==> config.mk <==
export PLATFORM = sky130hd
export DESIGN_NAME = pll_lock_monitor
export DESIGN_NICKNAME = d
export VERILOG_FILES = /design/src/rtl/pll_mon_pkg.sv /design/src/rtl/sync_2ff.sv /design/src/rtl/pll_lock_monitor.sv
export SDC_FILE = /design/constraint.sdc
export NUM_CORES = 1
export LEC_CHECK = 0
export BUFFER_PORTS_ARGS = -buffer_cell sky130_fd_sc_hd__buf_2
export CORE_MARGIN = 2
export CORE_UTILIZATION = 58
export CTS_CLUSTER_DIAMETER = 30
export CTS_CLUSTER_SIZE = 8
export DETAILED_ROUTE_END_ITERATION = 8
export PLACE_DENSITY = 0.77
export REMOVE_ABC_BUFFERS = 1
export SLEW_MARGIN = 20
export SYNTH_ARGS = -nofsm -noshare
export SYNTH_HDL_FRONTEND = slang
export SYNTH_SLANG_ARGS = --single-unit
==> constraint.sdc <==
create_clock -name clk_i -period 2.3 [get_ports clk_i]
set_input_delay 0.345 -clock clk_i [delete_from_list [all_inputs] [get_ports clk_i]]
set_output_delay 0.345 -clock clk_i [all_outputs]
set_load 0.01 [all_outputs]
==> src/rtl/pll_mon_pkg.sv <==
// Shared types and constants for the PLL lock monitor.
package pll_mon_pkg;

    localparam int LOSS_CNT_W = 8;

    typedef enum logic [2:0] {
        RST   = 3'd0,
        WAIT  = 3'd1,
        STAB  = 3'd2,
        OK    = 3'd3,
        FAULT = 3'd4
    } pll_mon_state_e;

endpackage

==> src/rtl/sync_2ff.sv <==
// Generic two-flop synchronizer for a single asynchronous bit.
module sync_2ff (
    input  logic clk_i,
    input  logic rstn_i,
    input  logic d_i,
    output logic q_o
);

    logic meta_q;
    logic sync_q;

    always_ff @(posedge clk_i or negedge rstn_i) begin
        if (!rstn_i) begin
            meta_q <= 1'b0;
            sync_q <= 1'b0;
        end else begin
            meta_q <= d_i;
            sync_q <= meta_q;
        end
    end

    assign q_o = sync_q;

endmodule

==> src/rtl/pll_lock_monitor.sv <==
// PLL reset/relock controller: times PLL reset, qualifies lock, retries, latches fault.
// Define PLL_LOCK_MON_STATS_EN to add the saturating lock-loss counter port loss_cnt_o.
module pll_lock_monitor
    import pll_mon_pkg::*;
#(
    parameter int RST_CYCLES    = 16,
    parameter int LOCK_TIMEOUT  = 4096,
    parameter int STABLE_CYCLES = 256,
    parameter int MAX_RETRY     = 3
) (
    input  logic clk_i,
    input  logic rstn_i,
    input  logic locked_i,
    input  logic clr_fault_i,
    output logic pll_rst_o,
    output logic lock_ok_o,
    output logic fault_o
`ifdef PLL_LOCK_MON_STATS_EN
    ,
    output logic [LOSS_CNT_W-1:0] loss_cnt_o
`endif
);

    localparam int MAX_A   = (RST_CYCLES > LOCK_TIMEOUT) ? RST_CYCLES : LOCK_TIMEOUT;
    localparam int MAX_CYC = (MAX_A > STABLE_CYCLES) ? MAX_A : STABLE_CYCLES;
    localparam int CNT_W   = (MAX_CYC > 1) ? $clog2(MAX_CYC) : 1;
    localparam int RETRY_W = $clog2(MAX_RETRY + 1);

    localparam logic [CNT_W-1:0]   RST_LAST  = CNT_W'(RST_CYCLES - 1);
    localparam logic [CNT_W-1:0]   WAIT_LAST = CNT_W'(LOCK_TIMEOUT - 1);
    localparam logic [CNT_W-1:0]   STAB_LAST = CNT_W'(STABLE_CYCLES - 1);
    localparam logic [RETRY_W-1:0] RETRY_LIM = RETRY_W'(MAX_RETRY);

    pll_mon_state_e     state_q, state_d;
    logic [CNT_W-1:0]   cnt_q, cnt_d;
    logic [RETRY_W-1:0] retry_q, retry_d;
    logic [RETRY_W-1:0] retry_inc;
    logic               attempt_fail;
    logic               locked_s;
    logic               pll_rst_q, lock_ok_q, fault_q;

    sync_2ff u_sync (
        .clk_i  (clk_i),
        .rstn_i (rstn_i),
        .d_i    (locked_i),
        .q_o    (locked_s)
    );

    assign retry_inc = retry_q + 1'b1;

    // Lock is checked before the timeout in WAIT, so a coincident lock wins.
    always_comb begin
        state_d      = state_q;
        cnt_d        = cnt_q + 1'b1;
        retry_d      = retry_q;
        attempt_fail = 1'b0;
        unique case (state_q)
            RST: begin
                if (cnt_q == RST_LAST) begin
                    state_d = WAIT;
                    cnt_d   = '0;
                end
            end
            WAIT: begin
                if (locked_s) begin
                    state_d = STAB;
                    cnt_d   = '0;
                end else if (cnt_q == WAIT_LAST) begin
                    attempt_fail = 1'b1;
                end
            end
            STAB: begin
                if (!locked_s) begin
                    attempt_fail = 1'b1;
                end else if (cnt_q == STAB_LAST) begin
                    state_d = OK;
                    cnt_d   = '0;
                    retry_d = '0;
                end
            end
            OK: begin
                cnt_d = '0;
                if (!locked_s) begin
                    state_d = RST;
                    retry_d = '0;
                end
            end
            FAULT: begin
                cnt_d = '0;
                if (clr_fault_i) begin
                    state_d = RST;
                    retry_d = '0;
                end
            end
            default: begin
                state_d = RST;
                cnt_d   = '0;
                retry_d = '0;
            end
        endcase

        if (attempt_fail) begin
            retry_d = retry_inc;
            cnt_d   = '0;
            state_d = (retry_inc == RETRY_LIM) ? FAULT : RST;
        end
    end

    // Outputs are registered from the next state so they change with the state register.
    always_ff @(posedge clk_i or negedge rstn_i) begin
        if (!rstn_i) begin
            state_q   <= RST;
            cnt_q     <= '0;
            retry_q   <= '0;
            pll_rst_q <= 1'b1;
            lock_ok_q <= 1'b0;
            fault_q   <= 1'b0;
        end else begin
            state_q   <= state_d;
            cnt_q     <= cnt_d;
            retry_q   <= retry_d;
            pll_rst_q <= (state_d == RST) || (state_d == FAULT);
            lock_ok_q <= (state_d == OK);
            fault_q   <= (state_d == FAULT);
        end
    end

    assign pll_rst_o = pll_rst_q;
    assign lock_ok_o = lock_ok_q;
    assign fault_o   = fault_q;

`ifdef PLL_LOCK_MON_STATS_EN
    logic [LOSS_CNT_W-1:0] loss_cnt_q;

    always_ff @(posedge clk_i or negedge rstn_i) begin
        if (!rstn_i) begin
            loss_cnt_q <= '0;
        end else if ((state_q == OK) && !locked_s && (loss_cnt_q != '1)) begin
            loss_cnt_q <= loss_cnt_q + 1'b1;
        end
    end

    assign loss_cnt_o = loss_cnt_q;
`endif

endmodule

==> impl_results.md <==
- Ranking of synthesized cells by area: dfrtp_1 45%, xor2_1 6.0%, nor2_1 5.2%
- Worst setup SP type: flop
- CP Class: reg -> reg
- 1st-pass router iterations: 4
- Routability Congestion: 0.802
- Final setup viols: 0
- Slew @ Worst Pin: 470 ps
- Resize count post-CTS: 0
- CTS tree: done
- Layout Nets: 121
- Gr ovfl total: 0
- DR vias/cell: 5.89
- Post-synth EDFFs: 0
- Min cycle time layout: 1840 ps
- Final HPWL DP: 1420 µm
- Layout fillers: 158
- CP Data Required Time: 2520 ps
- VDD IR max: 0.587 mV
- I/O Buffers: 6
- Worst-path maximum fanout: 12
- Mapped Area: 0.00116 mm²
- RSZ-0062 raised after global routing: false
- Max cap viols: 0
- Vias in the first global route: 798
- Crit end category: flop
- Via count: 830
- Top cells by count, synth: 21 x dfrtp_1, 16 x nor2_1, 8 x xor2_1, 6 x inv_1, 5 x nand2_1
- Setup bufs post-CTS: 0
- GRT Resource Usage Total: 0.195
- DRT antenna net count: 0
- CTS clock-pin slew for the worst setup and hold paths: 120 ps
- Crit share post-route: 0.801
- Worst Skew: 4.51 ps
- Post-synth top area share: 0.453
- Status: completed
- Achievable clock frequency: 543 MHz
- First-pass GRT wire length: 3550 µm
- Area of placed instances: 0.00116 mm²
- Die area: 0.00238 mm²
- Synth Instances: 109
- Power Density: 915 mW/mm²
- Clk buf depth: 2
- Ys flop type: dfrtp_1
- Antenna cells: 0
- Root buffer cell: clkbuf_4
- Worst hold-check path type: in -> reg
- Starting DRT DRC Count: 27
- # hold bufs at CTS: 1
- Setup TNS: 0 ps
- Design Area, Final: 0.00121 mm²
- Core area: 0.00192 mm²
- Worst EP arrival: 2060 ps
- Synth Warn #: 0
- Area Growth Syn to Fin: 3.99%
- Initial antenna violation count: 0
- Syn Area/Cell: 10.7 µm²
- Final-report hold violation count: 0
- Leakage power: 0.552 nW
- Seq/Total Area, Yosys: 0.475
- Yosys top cell by area: dfrtp_1
- Top-Level Pins: 7
- Most common cell in the netlist: dfrtp_1
- WL final: 2050 µm
- Synth unique cells: 36
- Largest net degree at the start of global routing: 23
- Slew headroom: 0.687
- Skew-Pair Late Insertion Delay: 320 ps
- Die X: 48.7 µm
- FF+latch count, synth: 22
- Die Ht: 48.7 µm
- Layout cells sized above 1: 0.158
- Initial core utilization: 0.604
- FFs w/ async S/R, synth: 1.00
- Htree depth: 1
- Cell row count: 16
- Max-slew violation total from the final report: 0
- Total CTS buffers: 3
- Drc violations: 0
- CTS sink cnt: 22
- Wire length per cell: 14.5 µm
[report_power, final]
group	internal [mW]	leakage (nW)	total, mW	switching [mW]
Sequential	0.465	0.289	0.550	0.0847
Combinational	0.154	0.243	0.340	0.186
Clock	0.0969	0.0210	0.215	0.118
Total	0.716	0.552	1.10	0.389
[state kept, by name, indices dropped and copies added (netlist names)]
name	count
cnt_q	12
u_sync.q_o	1
lock_ok_o	1
state_q	3
pll_rst_o	1
retry_q	2
fault_o	1
u_sync.meta_q	1
[path summary, 6_finish.rpt]
kind                       depth (start not counted)     startpoint            end  slack, ps
max                                                6       cnt_q[0]       cnt_q[9]        460
min                                                1       locked_i  u_sync.meta_q        120
max reg2reg                                        6       cnt_q[0]       cnt_q[9]        460
min reg2reg                                        0  u_sync.meta_q     u_sync.q_o        380
max in group asynchronous                          2         rstn_i      pll_rst_o       1450
min in group asynchronous                          2         rstn_i       cnt_q[7]        500
[cell type report]
type | instances | area (µm²) | share of cell area
multi-input combinational | 74 | 515 | 0.427
clock buffer | 4 | 36.3 | 0.0301
tap | 27 | 33.8 | 0.0280
timing repair buffer | 8 | 47.5 | 0.0394
inverter | 6 | 22.5 | 0.0187
sequential | 22 | 552 | 0.457
[critical path, stage by stage, from the launching register on]
cell      delay [ps]
dfrtp_1          420
ha_1             220
and3_1           380
a41oi_2          170
o311ai_2         270
buf_4            220
nor2_1            70
[placed cells by master (no fill, tap or decap), types with 2 or more instances in the layout]
| cell type | Yosys | final |
|---|---|---|
| o21a_1 | 2 | 2 |
| inv_1 | 6 | 6 |
| nand4_1 | 4 | 4 |
| xnor2_1 | 2 | 2 |
| a32o_1 | 2 | 2 |
| nand2_1 | 5 | 5 |
| o221ai_1 | 2 | 2 |
| buf_2 | 1 | 6 |
| nor2_1 | 16 | 16 |
| and3_1 | 3 | 3 |
| xor2_1 | 8 | 8 |
| ha_1 | 2 | 2 |
| a31oi_1 | 2 | 2 |
| a21oi_1 | 2 | 2 |
| nand3_1 | 4 | 4 |
| and4_1 | 3 | 3 |
| o21ai_0 | 2 | 2 |
| clkbuf_4 | 0 | 3 |
| nor3_1 | 2 | 2 |
| dfrtp_1 | 21 | 21 |
[stage by stage]
step,setup WS (ps),utilization,power [mW],cells,hold WS [ps]
after detailed placement,490,0.604,0.896,136,330
final,458,0.628,1.10,141,123
after floorplan,478,-,0.787,102,49.4
after global routing,351,0.628,1.20,141,108
after CTS,471,0.628,1.11,141,131
after global placement,585,0.604,0.869,136,321
[routing by layer]
layer / share of wire / vias to the layer above / track usage
met5: 0 / - / 0
met2: 0.45 / 21 / 0.315
met1: 0.48 / 396 / 0.255
met4: 0.033 / 0 / 0.119
li1: - / 406 / -
met3: 0.032 / 7 / 0.0185
[cell families (layout without fill, tap and decap cells)]
group                      after synthesis  in the layout  share of synthesized area
adders and majority gates                2              2                     0.0215
AOI/OAI and AO/OA                       18             18                      0.130
buffers and inverters                   13             18                     0.0808
DFF                                     22             22                      0.475
and+or+nand+nor                         44             44                      0.217
xor gates and xnor gates                10             10                     0.0754
Power figures use the tool's default switching activity.
